[src/rtl/mips_muldiv_pkg.sv]
// Shared encodings for the HI/LO multiply/divide unit: operation codes,
// FSM states and the divide-by-zero quotient constant.
package mips_muldiv_pkg;

  localparam int DATA_W = 32;

  typedef enum logic [2:0] {
    MD_NOP   = 3'b000,
    MD_MULT  = 3'b001,
    MD_MULTU = 3'b010,
    MD_DIV   = 3'b011,
    MD_DIVU  = 3'b100,
    MD_MTHI  = 3'b101,
    MD_MTLO  = 3'b110
  } md_op_e;

  typedef enum logic [1:0] {
    S_IDLE,
    S_CALC,
    S_FIX
  } state_e;

  localparam logic [DATA_W-1:0] DIVZERO_LO = '1;

  function automatic logic is_muldiv(input logic [2:0] op);
    return (op == MD_MULT) || (op == MD_MULTU) || (op == MD_DIV) || (op == MD_DIVU);
  endfunction

endpackage

[src/rtl/mips_muldiv_step.sv]
// One radix-2 iteration on the {hi,lo} working pair: shift-add for multiply,
// restoring shift-subtract for divide (quotient bits enter lo from the right).
module mips_muldiv_step #(
  parameter int DATA_WIDTH = 32
) (
  input  logic                  i_is_div,
  input  logic [DATA_WIDTH-1:0] i_hi,
  input  logic [DATA_WIDTH-1:0] i_lo,
  input  logic [DATA_WIDTH-1:0] i_m,
  output logic [DATA_WIDTH-1:0] o_hi,
  output logic [DATA_WIDTH-1:0] o_lo
);

  logic [DATA_WIDTH:0] w_sum;
  logic [DATA_WIDTH:0] w_sh;

  assign w_sum = {1'b0, i_hi} + (i_lo[0] ? {1'b0, i_m} : '0);
  assign w_sh  = {i_hi, i_lo[DATA_WIDTH-1]};

  // The partial remainder is always below the divisor, so the low bits of the
  // subtraction hold the full result whenever the trial succeeds.
  always_comb begin
    o_hi = w_sum[DATA_WIDTH:1];
    o_lo = {w_sum[0], i_lo[DATA_WIDTH-1:1]};
    if (i_is_div) begin
      if (w_sh >= {1'b0, i_m}) begin
        o_hi = w_sh[DATA_WIDTH-1:0] - i_m;
        o_lo = {i_lo[DATA_WIDTH-2:0], 1'b1};
      end else begin
        o_hi = w_sh[DATA_WIDTH-1:0];
        o_lo = {i_lo[DATA_WIDTH-2:0], 1'b0};
      end
    end
  end

endmodule

[src/rtl/mips_muldiv.sv]
// Execute-stage multiply/divide unit owning HI/LO. Operates on magnitudes for
// DATA_WIDTH iterations, then applies signs in a single FIX cycle.
module mips_muldiv
  import mips_muldiv_pkg::*;
#(
  parameter int DATA_WIDTH = DATA_W
) (
  input  logic                  clk,
  input  logic                  reset,
  input  logic                  start,
  input  logic [2:0]            MDControl,
  input  logic [DATA_WIDTH-1:0] SrcA,
  input  logic [DATA_WIDTH-1:0] SrcB,
  output logic [DATA_WIDTH-1:0] Hi,
  output logic [DATA_WIDTH-1:0] Lo,
  output logic                  busy,
  output logic                  done
);

  localparam int CNT_W = $clog2(DATA_WIDTH);

  state_e                  r_state;
  logic [CNT_W-1:0]        r_cnt;
  logic [DATA_WIDTH-1:0]   r_hi, r_lo, r_acc_hi, r_acc_lo, r_m;
  logic                    r_is_div, r_neg_res, r_neg_rem, r_div0, r_busy, r_done;

  logic                    w_sign_op, w_div_op, w_neg_a, w_neg_b;
  logic [DATA_WIDTH-1:0]   w_mag_a, w_mag_b, w_step_hi, w_step_lo, w_quot, w_rem;
  logic [2*DATA_WIDTH-1:0] w_prod;

  assign w_sign_op = (MDControl == MD_MULT) || (MDControl == MD_DIV);
  assign w_div_op  = (MDControl == MD_DIV) || (MDControl == MD_DIVU);
  assign w_neg_a   = w_sign_op & SrcA[DATA_WIDTH-1];
  assign w_neg_b   = w_sign_op & SrcB[DATA_WIDTH-1];
  assign w_mag_a   = w_neg_a ? -SrcA : SrcA;
  assign w_mag_b   = w_neg_b ? -SrcB : SrcB;

  mips_muldiv_step #(.DATA_WIDTH(DATA_WIDTH)) u_step (
    .i_is_div (r_is_div),
    .i_hi     (r_acc_hi),
    .i_lo     (r_acc_lo),
    .i_m      (r_m),
    .o_hi     (w_step_hi),
    .o_lo     (w_step_lo)
  );

  // Divide by zero leaves |dividend| in the remainder, so the sign fix restores SrcA.
  assign w_prod = r_neg_res ? -{r_acc_hi, r_acc_lo} : {r_acc_hi, r_acc_lo};
  assign w_quot = r_div0 ? DATA_WIDTH'(DIVZERO_LO) : (r_neg_res ? -r_acc_lo : r_acc_lo);
  assign w_rem  = r_neg_rem ? -r_acc_hi : r_acc_hi;

  always_ff @(posedge clk) begin
    if (reset) begin
      r_state   <= S_IDLE;
      r_cnt     <= '0;
      r_hi      <= '0;
      r_lo      <= '0;
      r_acc_hi  <= '0;
      r_acc_lo  <= '0;
      r_m       <= '0;
      r_is_div  <= 1'b0;
      r_neg_res <= 1'b0;
      r_neg_rem <= 1'b0;
      r_div0    <= 1'b0;
      r_busy    <= 1'b0;
      r_done    <= 1'b0;
    end else begin
      r_done <= 1'b0;
      case (r_state)
        S_IDLE: begin
          if (start) begin
            if (MDControl == MD_MTHI) begin
              r_hi <= SrcA;
            end else if (MDControl == MD_MTLO) begin
              r_lo <= SrcA;
            end else if (is_muldiv(MDControl)) begin
              r_acc_hi  <= '0;
              r_acc_lo  <= w_mag_a;
              r_m       <= w_mag_b;
              r_is_div  <= w_div_op;
              r_neg_res <= w_neg_a ^ w_neg_b;
              r_neg_rem <= w_neg_a;
              r_div0    <= w_div_op && (SrcB == '0);
              r_cnt     <= '0;
              r_busy    <= 1'b1;
              r_state   <= S_CALC;
            end
          end
        end
        S_CALC: begin
          r_acc_hi <= w_step_hi;
          r_acc_lo <= w_step_lo;
          r_cnt    <= r_cnt + 1'b1;
          if (r_cnt == CNT_W'(DATA_WIDTH - 1)) r_state <= S_FIX;
        end
        S_FIX: begin
          if (r_is_div) begin
            r_hi <= w_rem;
            r_lo <= w_quot;
          end else begin
            {r_hi, r_lo} <= w_prod;
          end
          r_busy  <= 1'b0;
          r_done  <= 1'b1;
          r_state <= S_IDLE;
        end
        default: r_state <= S_IDLE;
      endcase
    end
  end

  assign Hi   = r_hi;
  assign Lo   = r_lo;
  assign busy = r_busy;
  assign done = r_done;

endmodule

[config.mk]
export PLATFORM = sky130hd
export DESIGN_NAME = mips_muldiv
export DESIGN_NICKNAME = d
export VERILOG_FILES = /design/src/rtl/mips_muldiv_pkg.sv /design/src/rtl/mips_muldiv_step.sv /design/src/rtl/mips_muldiv.sv
export SDC_FILE = /design/constraint.sdc
export NUM_CORES = 1
export LEC_CHECK = 0
export BUFFER_PORTS_ARGS = -buffer_cell sky130_fd_sc_hd__buf_2
export CAP_MARGIN = 25
export CORE_ASPECT_RATIO = 1.4
export CORE_MARGIN = 3
export CORE_UTILIZATION = 30
export DETAILED_ROUTE_END_ITERATION = 6
export HOLD_SLACK_MARGIN = 0.12
export PLACE_DENSITY_LB_ADDON = 0.1
export SLEW_MARGIN = 20
export SYNTH_ARGS = -nofsm -noshare
export SYNTH_HDL_FRONTEND = slang
export SYNTH_SLANG_ARGS = --single-unit
[constraint.sdc]
create_clock -name clk -period 10.55 [get_ports clk]
set_input_delay 1.5825 -clock clk [delete_from_list [all_inputs] [get_ports clk]]
set_output_delay 1.5825 -clock clk [all_outputs]
set_load 0.005 [all_outputs]
# Word-level counts from Yosys, hierarchy flattened

Cells that the tools add are included.

Output and inout bits: 66
Logic and storage cells: 106
Flip-flop bits (word level): 173

Bitwise operators: 5
Add/subtract/negate cells: 8
Order comparisons: 1
Multiplexer cells: 47
Reductions and logical operators: 16
Equality and inequality tests: 16

Operator list:

| cell                                                                   | count |
|---|---|
| 32-bit 2-to-1 mux                                                      | 24 |
| 32-bit one-hot mux with 2 select lines                                 | 4 |
| 32-bit negator                                                         | 4 |
| 64-bit 2-to-1 mux                                                      | 1 |
| 64-bit negator                                                         | 1 |
| 32-bit by 33-bit adder with 33-bit output                              | 1 |
| 33-bit by 32-bit >= comparator with 1-bit output                       | 1 |
| 32-bit logical NOT                                                     | 1 |
| 32-bit subtractor                                                      | 1 |
| 5-bit 2-to-1 mux                                                       | 4 |
| 5-bit AND reduction                                                    | 4 |
| 2-bit != test (second input constant)                                  | 7 |
| 2-bit 2-to-1 mux                                                       | 5 |
| 5-bit one-hot mux with 2 select lines                                  | 1 |
| 3-bit equality test (second input constant)                            | 3 |
| 3-bit by 2-bit equality test with 1-bit output (second input constant) | 2 |
| 1-bit 2-to-1 mux                                                       | 6 |
| 5-bit by 1-bit adder with 5-bit output (second input constant)         | 1 |
| 5-bit equality test (second input constant)                            | 1 |
| 1-bit logical OR                                                       | 5 |
| 2-bit one-hot mux with 2 select lines                                  | 1 |
| 4-bit AND reduction                                                    | 1 |
| 2-bit nonzero test                                                     | 2 |
| 3-bit by 1-bit equality test with 1-bit output (second input constant) | 1 |
| other kinds (9)                                                        | 11 |

# Longest topological paths before layout

Word-level depth: 9
Gate-level depth with buffers: 15
Depth with buffers taken out: 14

# Cells and area by module

Synthesis repeated with hierarchy kept, for this count alone.

Cell total of the unflattened synthesis: 1968
Area, all modules: 14774.2 um^2

Modules (own cells, without submodules):

| module           | times used | area each (um^2) | cells an instance |
|---|---|---|---|
| mips_muldiv      | 1          | 10075.9          | 1297 |
| mips_muldiv_step | 1          | 4698.3           | 671 |

# Worst setup path before layout

OpenSTA, ideal clock, no wires.

Kind: input -> register
Start point: in SrcB[8]
End point: reg r_m[29]
Path buffers: 0
Required time: 10.464 ns
Data arrival time: 3.748 ns
Path slack: 6.717 ns
Library setup time: 0.086 ns
Stages on the path: 9
Path through: or4_1 or3_1 nor3_1 and2_1 nand2_1 or2_0 o21ai_0 xor2_1 a211oi_1

Longest elaborated chain between the ends: 2

RTL lines:

| what                 | line              | source |
|---|---|---|
| start, declared      | mips_muldiv.sv:13 | `input logic [DATA_WIDTH-1:0] SrcB,` |
| 32-bit negator       | mips_muldiv.sv:36 | `assign w_mag_b = w_neg_b ? -SrcB : SrcB;` |
| 32-bit 2-to-1 mux    | mips_muldiv.sv:36 |  |
| end signal, assigned | mips_muldiv.sv:79 | `r_m <= w_mag_b;` |
| end, declared        | mips_muldiv.sv:24 | `logic [DATA_WIDTH-1:0] r_hi, r_lo, r_acc_hi, r_acc_lo, r_m;` |

Every way passes these cells.
A chain may end at the register's enable or synchronous reset.

# Worst setup path in the final report

Start point: reg r_acc_lo[0]
End point: reg r_acc_hi[31]

Longest elaborated chain between the ends: 4

RTL lines:

| what                                      | line                   | source |
|---|---|---|
| start, declared                           | mips_muldiv.sv:24      |  |
| start signal, assigned                    | mips_muldiv.sv:78      | `r_acc_lo <= w_mag_a;` |
| start signal, assigned                    | mips_muldiv.sv:92      | `r_acc_lo <= w_step_lo;` |
| 32-bit 2-to-1 mux                         | mips_muldiv_step.sv:17 | `assign w_sum = {1'b0, i_hi} + (i_lo[0] ? {1'b0, i_m} : '0);` |
| 32-bit by 33-bit adder with 33-bit output | mips_muldiv_step.sv:17 |  |
| 32-bit 2-to-1 mux                         | mips_muldiv_step.sv:25 | `if (i_is_div) begin` |
| 32-bit one-hot mux with 2 select lines    | mips_muldiv.sv:69      | `case (r_state)` |
| end signal, assigned                      | mips_muldiv.sv:91      | `r_acc_hi <= w_step_hi;` |
| end, declared                             | mips_muldiv.sv:24      |  |

Every way passes these cells.

==> impl_metrics.ini <==
[route]
wl_um = 51230
drc = 0
wl_per_cell_um = 20.23
drt_iter0_markers = 723
first_pass_iters = 5
viasPerCell = 5.373
vias = 13610
ant_nets = 0

[finish]
final_cell_mix = 266 x nor2_1, 174 x a21oi_1, 172 x dfxtp_1, 134 x buf_2, 131 x nand2_1
fillCellCount = 4905
multi_input_area_mm2 = 0.009642
drive_above_1_share_pct = 11.81
mostFrequentLayoutCell = nor2_1
area_growth_pct = 13.74
regArea_mm2 = 0.003465
fin_nets = 2051
fin_area_mm2 = 0.01567
n_antenna_cell = 0

[power]
seq_power_share_pct = 36.7
max-vdd-ir-drop_v = 0.0001214
combPwrFrac_pct = 27.8
leakagePower_nw = 6.085
netSwitchingFraction_pct = 35.44
powerDensity_mw_per_mm2 = 126.8
clkPwrFrac_pct = 35.5
p_switching_mw = 0.7044
power.internal_mw = 1.283

[run]
drv_cap = 0

[synthesis]
syn_area_per_cell_um2 = 7.464
synth_compound_area_share_pct = 28.94
synth-simple-area-share_pct = 19.38
syn_nets = 1988
yosysSeqAreaShare_pct = 25.13
syn_inst = 1846
synth_top_family_by_area = compound AO/OA/AOI/OAI gates
yosys.area_share.xor_xnor_pct = 10.87
yosys_warnings = 0
synth_fa_ha_area_share_pct = 6.647
synth_cell_type_count = 76
ys_ff_latch = 173
async_flop_share_pct = 0
synth-main-ff-cell = dfxtp_1
synthMuxAreaShare_pct = 3.723
netlist_area_mm2 = 0.01378
synth_edf_count = 0

[grt]
gr-total-overflow = 0
grt_max_degree = 79
grt_usage_pct = 20.54
grt_pass1_wl_um = 78870
grt_pass1_vias = 13340
antenna_found_initial = 0

[min_path]
hp-class = flop to flop

[timing]
finClkSkew_ps = 16.22
rsz0062_at_grt = false
fmax_ghz = 0.2209
hold_viol = 0
tns_ps = 0
fin_crit_sh_pct = 42.92
tightest_slew_ps = 1089
relSlewSlack_pct = 26.75
slew_viol_final = 0
period_minus_slack_ps = 4528
setup_violations = 0

[clock_network]
holdBufCountCts = 0
clk_pin_slew_ps = 80
clk_latency_ps = 470
cts_max_level = 4
cts_setup_buffers = 0
cts_max_path_buffers = 2
tritoncts = yes
clockRootBuffer = clkbuf_16
cts.sinks = 173
cts_resized = 0
cts-buffers-inserted = 17

[placed_design]
place_hpwl_um = 39350
io_buffers = 135
place_congestion = 0.8789
placed_area_mm2 = 0.01499

[floorplanning]
pin_count = 136
start_util_pct = 30.46
die_w_um = 187.1
row_count = 92
die_area_mm2 = 0.04858
coreArea_mm2 = 0.04524
die_h_um = 259.6

[worst_setup_path]
cp_max_fo = 28
cp.arrival_ps = 4870
worstSetupStartpointType = flop
cp.required_ps = 10890
crit_path_end_kind = flop
crit_type = flop to flop

[outcome]
status = complete, no violations
## registers in the layout (all words and copies together), names as in the netlist, 2 cells and up
register	count
Hi	32
Lo	32
r_acc_hi	32
r_acc_lo	32
r_m	32
r_cnt	5
r_state	2
## metal layers
layer	track usage, %	part of all wire [%]	wire [um]
met5	0	0	0
met4	5.821	2.2	1151
met3	2.238	3.4	1766
met2	38.02	51	26060
met1	25.02	43	22250
## cells in the mapped netlist, types with 7 or more instances
library cell / number / area, um2
o221ai_1: 26 / 227.7
a22oi_1: 23 / 172.7
or3_1: 16 / 100.1
a21oi_1: 174 / 870.8
inv_1: 69 / 259.0
nor2b_1: 12 / 75.07
o21ai_0: 111 / 555.5
and3_1: 7 / 43.79
clkbuf_1: 88 / 330.3
buf_2: 9 / 45.04
a21o_1: 29 / 217.7
o41ai_1: 14 / 122.6
dfxtp_1: 173 / 3463
nor2_1: 269 / 1010
a31oi_1: 12 / 75.07
nand2b_1: 9 / 56.30
ha_1: 70 / 875.8
and2_1: 11 / 68.82
o21a_1: 11 / 82.58
nor3_1: 32 / 160.2
a2111oi_0: 8 / 70.07
xor2_1: 76 / 665.6
o31ai_1: 20 / 150.1
o21ai_1: 12 / 60.06
nand4_1: 7 / 43.79
a311oi_1: 10 / 87.58
nand2_1: 131 / 491.7
o21bai_1: 8 / 60.06
buf_1: 16 / 60.06
nor4_1: 16 / 100.1
nand3_1: 23 / 115.1
xnor2_1: 95 / 832.1
a211oi_1: 85 / 638.1
o211ai_1: 18 / 135.1
mux2i_1: 49 / 490.5
or4_1: 13 / 97.59
## critical path: stages, from the launching register on
cell and delay (ps):
dfxtp_1 450, clkinv_1 300, clkbuf_16 290, nor2_1 170, ha_1 310, o21a_1 190
o31a_1 130, o311ai_0 740, o211ai_1 340, a21oi_1 300, o21ai_0 170, a221o_1 340
a2111oi_0 450, a211o_1 150, o21ai_0 60
## power groups by stage
stage	sequential (mW)	clock (mW)	combinational, mW
2_1_floorplan	0.729	0	0.385
3_3_place_gp	0.745	0	0.552
3_5_place_dp	0.745	0	0.550
4_1_cts	0.730	0.723	0.551
5_1_grt	0.735	0.745	0.608
6_report	0.730	0.705	0.553
## cells by family after synthesis
group / count (synthesis)
adder cells (fa/ha/maj): 72
XOR/XNOR: 171
multiplexers: 51
AO/OA/AOI/OAI: 609
flip-flops: 173
buffers and inverters: 187
AND/OR/NAND/NOR: 583
## final cells by class
cell class | instances | area share, %
inverters | 71 | 1.700
clock inverters | 13 | 1.126
multi-input cells | 1486 | 61.52
well taps | 611 | 4.878
repair buffers | 160 | 5.780
clock buffers | 19 | 2.890
flip-flops and latches | 173 | 22.11
## worst paths after layout
check	cells after the start	to	slack, ps	from
max reg2reg	14	r_acc_hi[31]	6020	r_acc_lo[0]
min reg2reg	2	Lo[19]	450	Lo[19]
min	2	Lo[19]	450	Lo[19]
max	14	r_acc_hi[31]	6020	r_acc_lo[0]
## per-stage QoR
step | power [mW] | instances | utilization (%) | hold slack (ps) | worst slack, ps
4_1_cts | 2.004 | 2530 | 34.53 | 450.9 | 5703
2_1_floorplan | 1.114 | 1846 | - | 431.9 | 6717
6_report | 1.988 | 2533 | 34.64 | 449.1 | 6022
5_1_grt | 2.089 | 2533 | 34.64 | 462.5 | 5767
3_5_place_dp | 1.295 | 2498 | 33.14 | 440.4 | 5726
3_3_place_gp | 1.297 | 2496 | 33.08 | 439.0 | 5824
(Power assumes the default switching activity.)
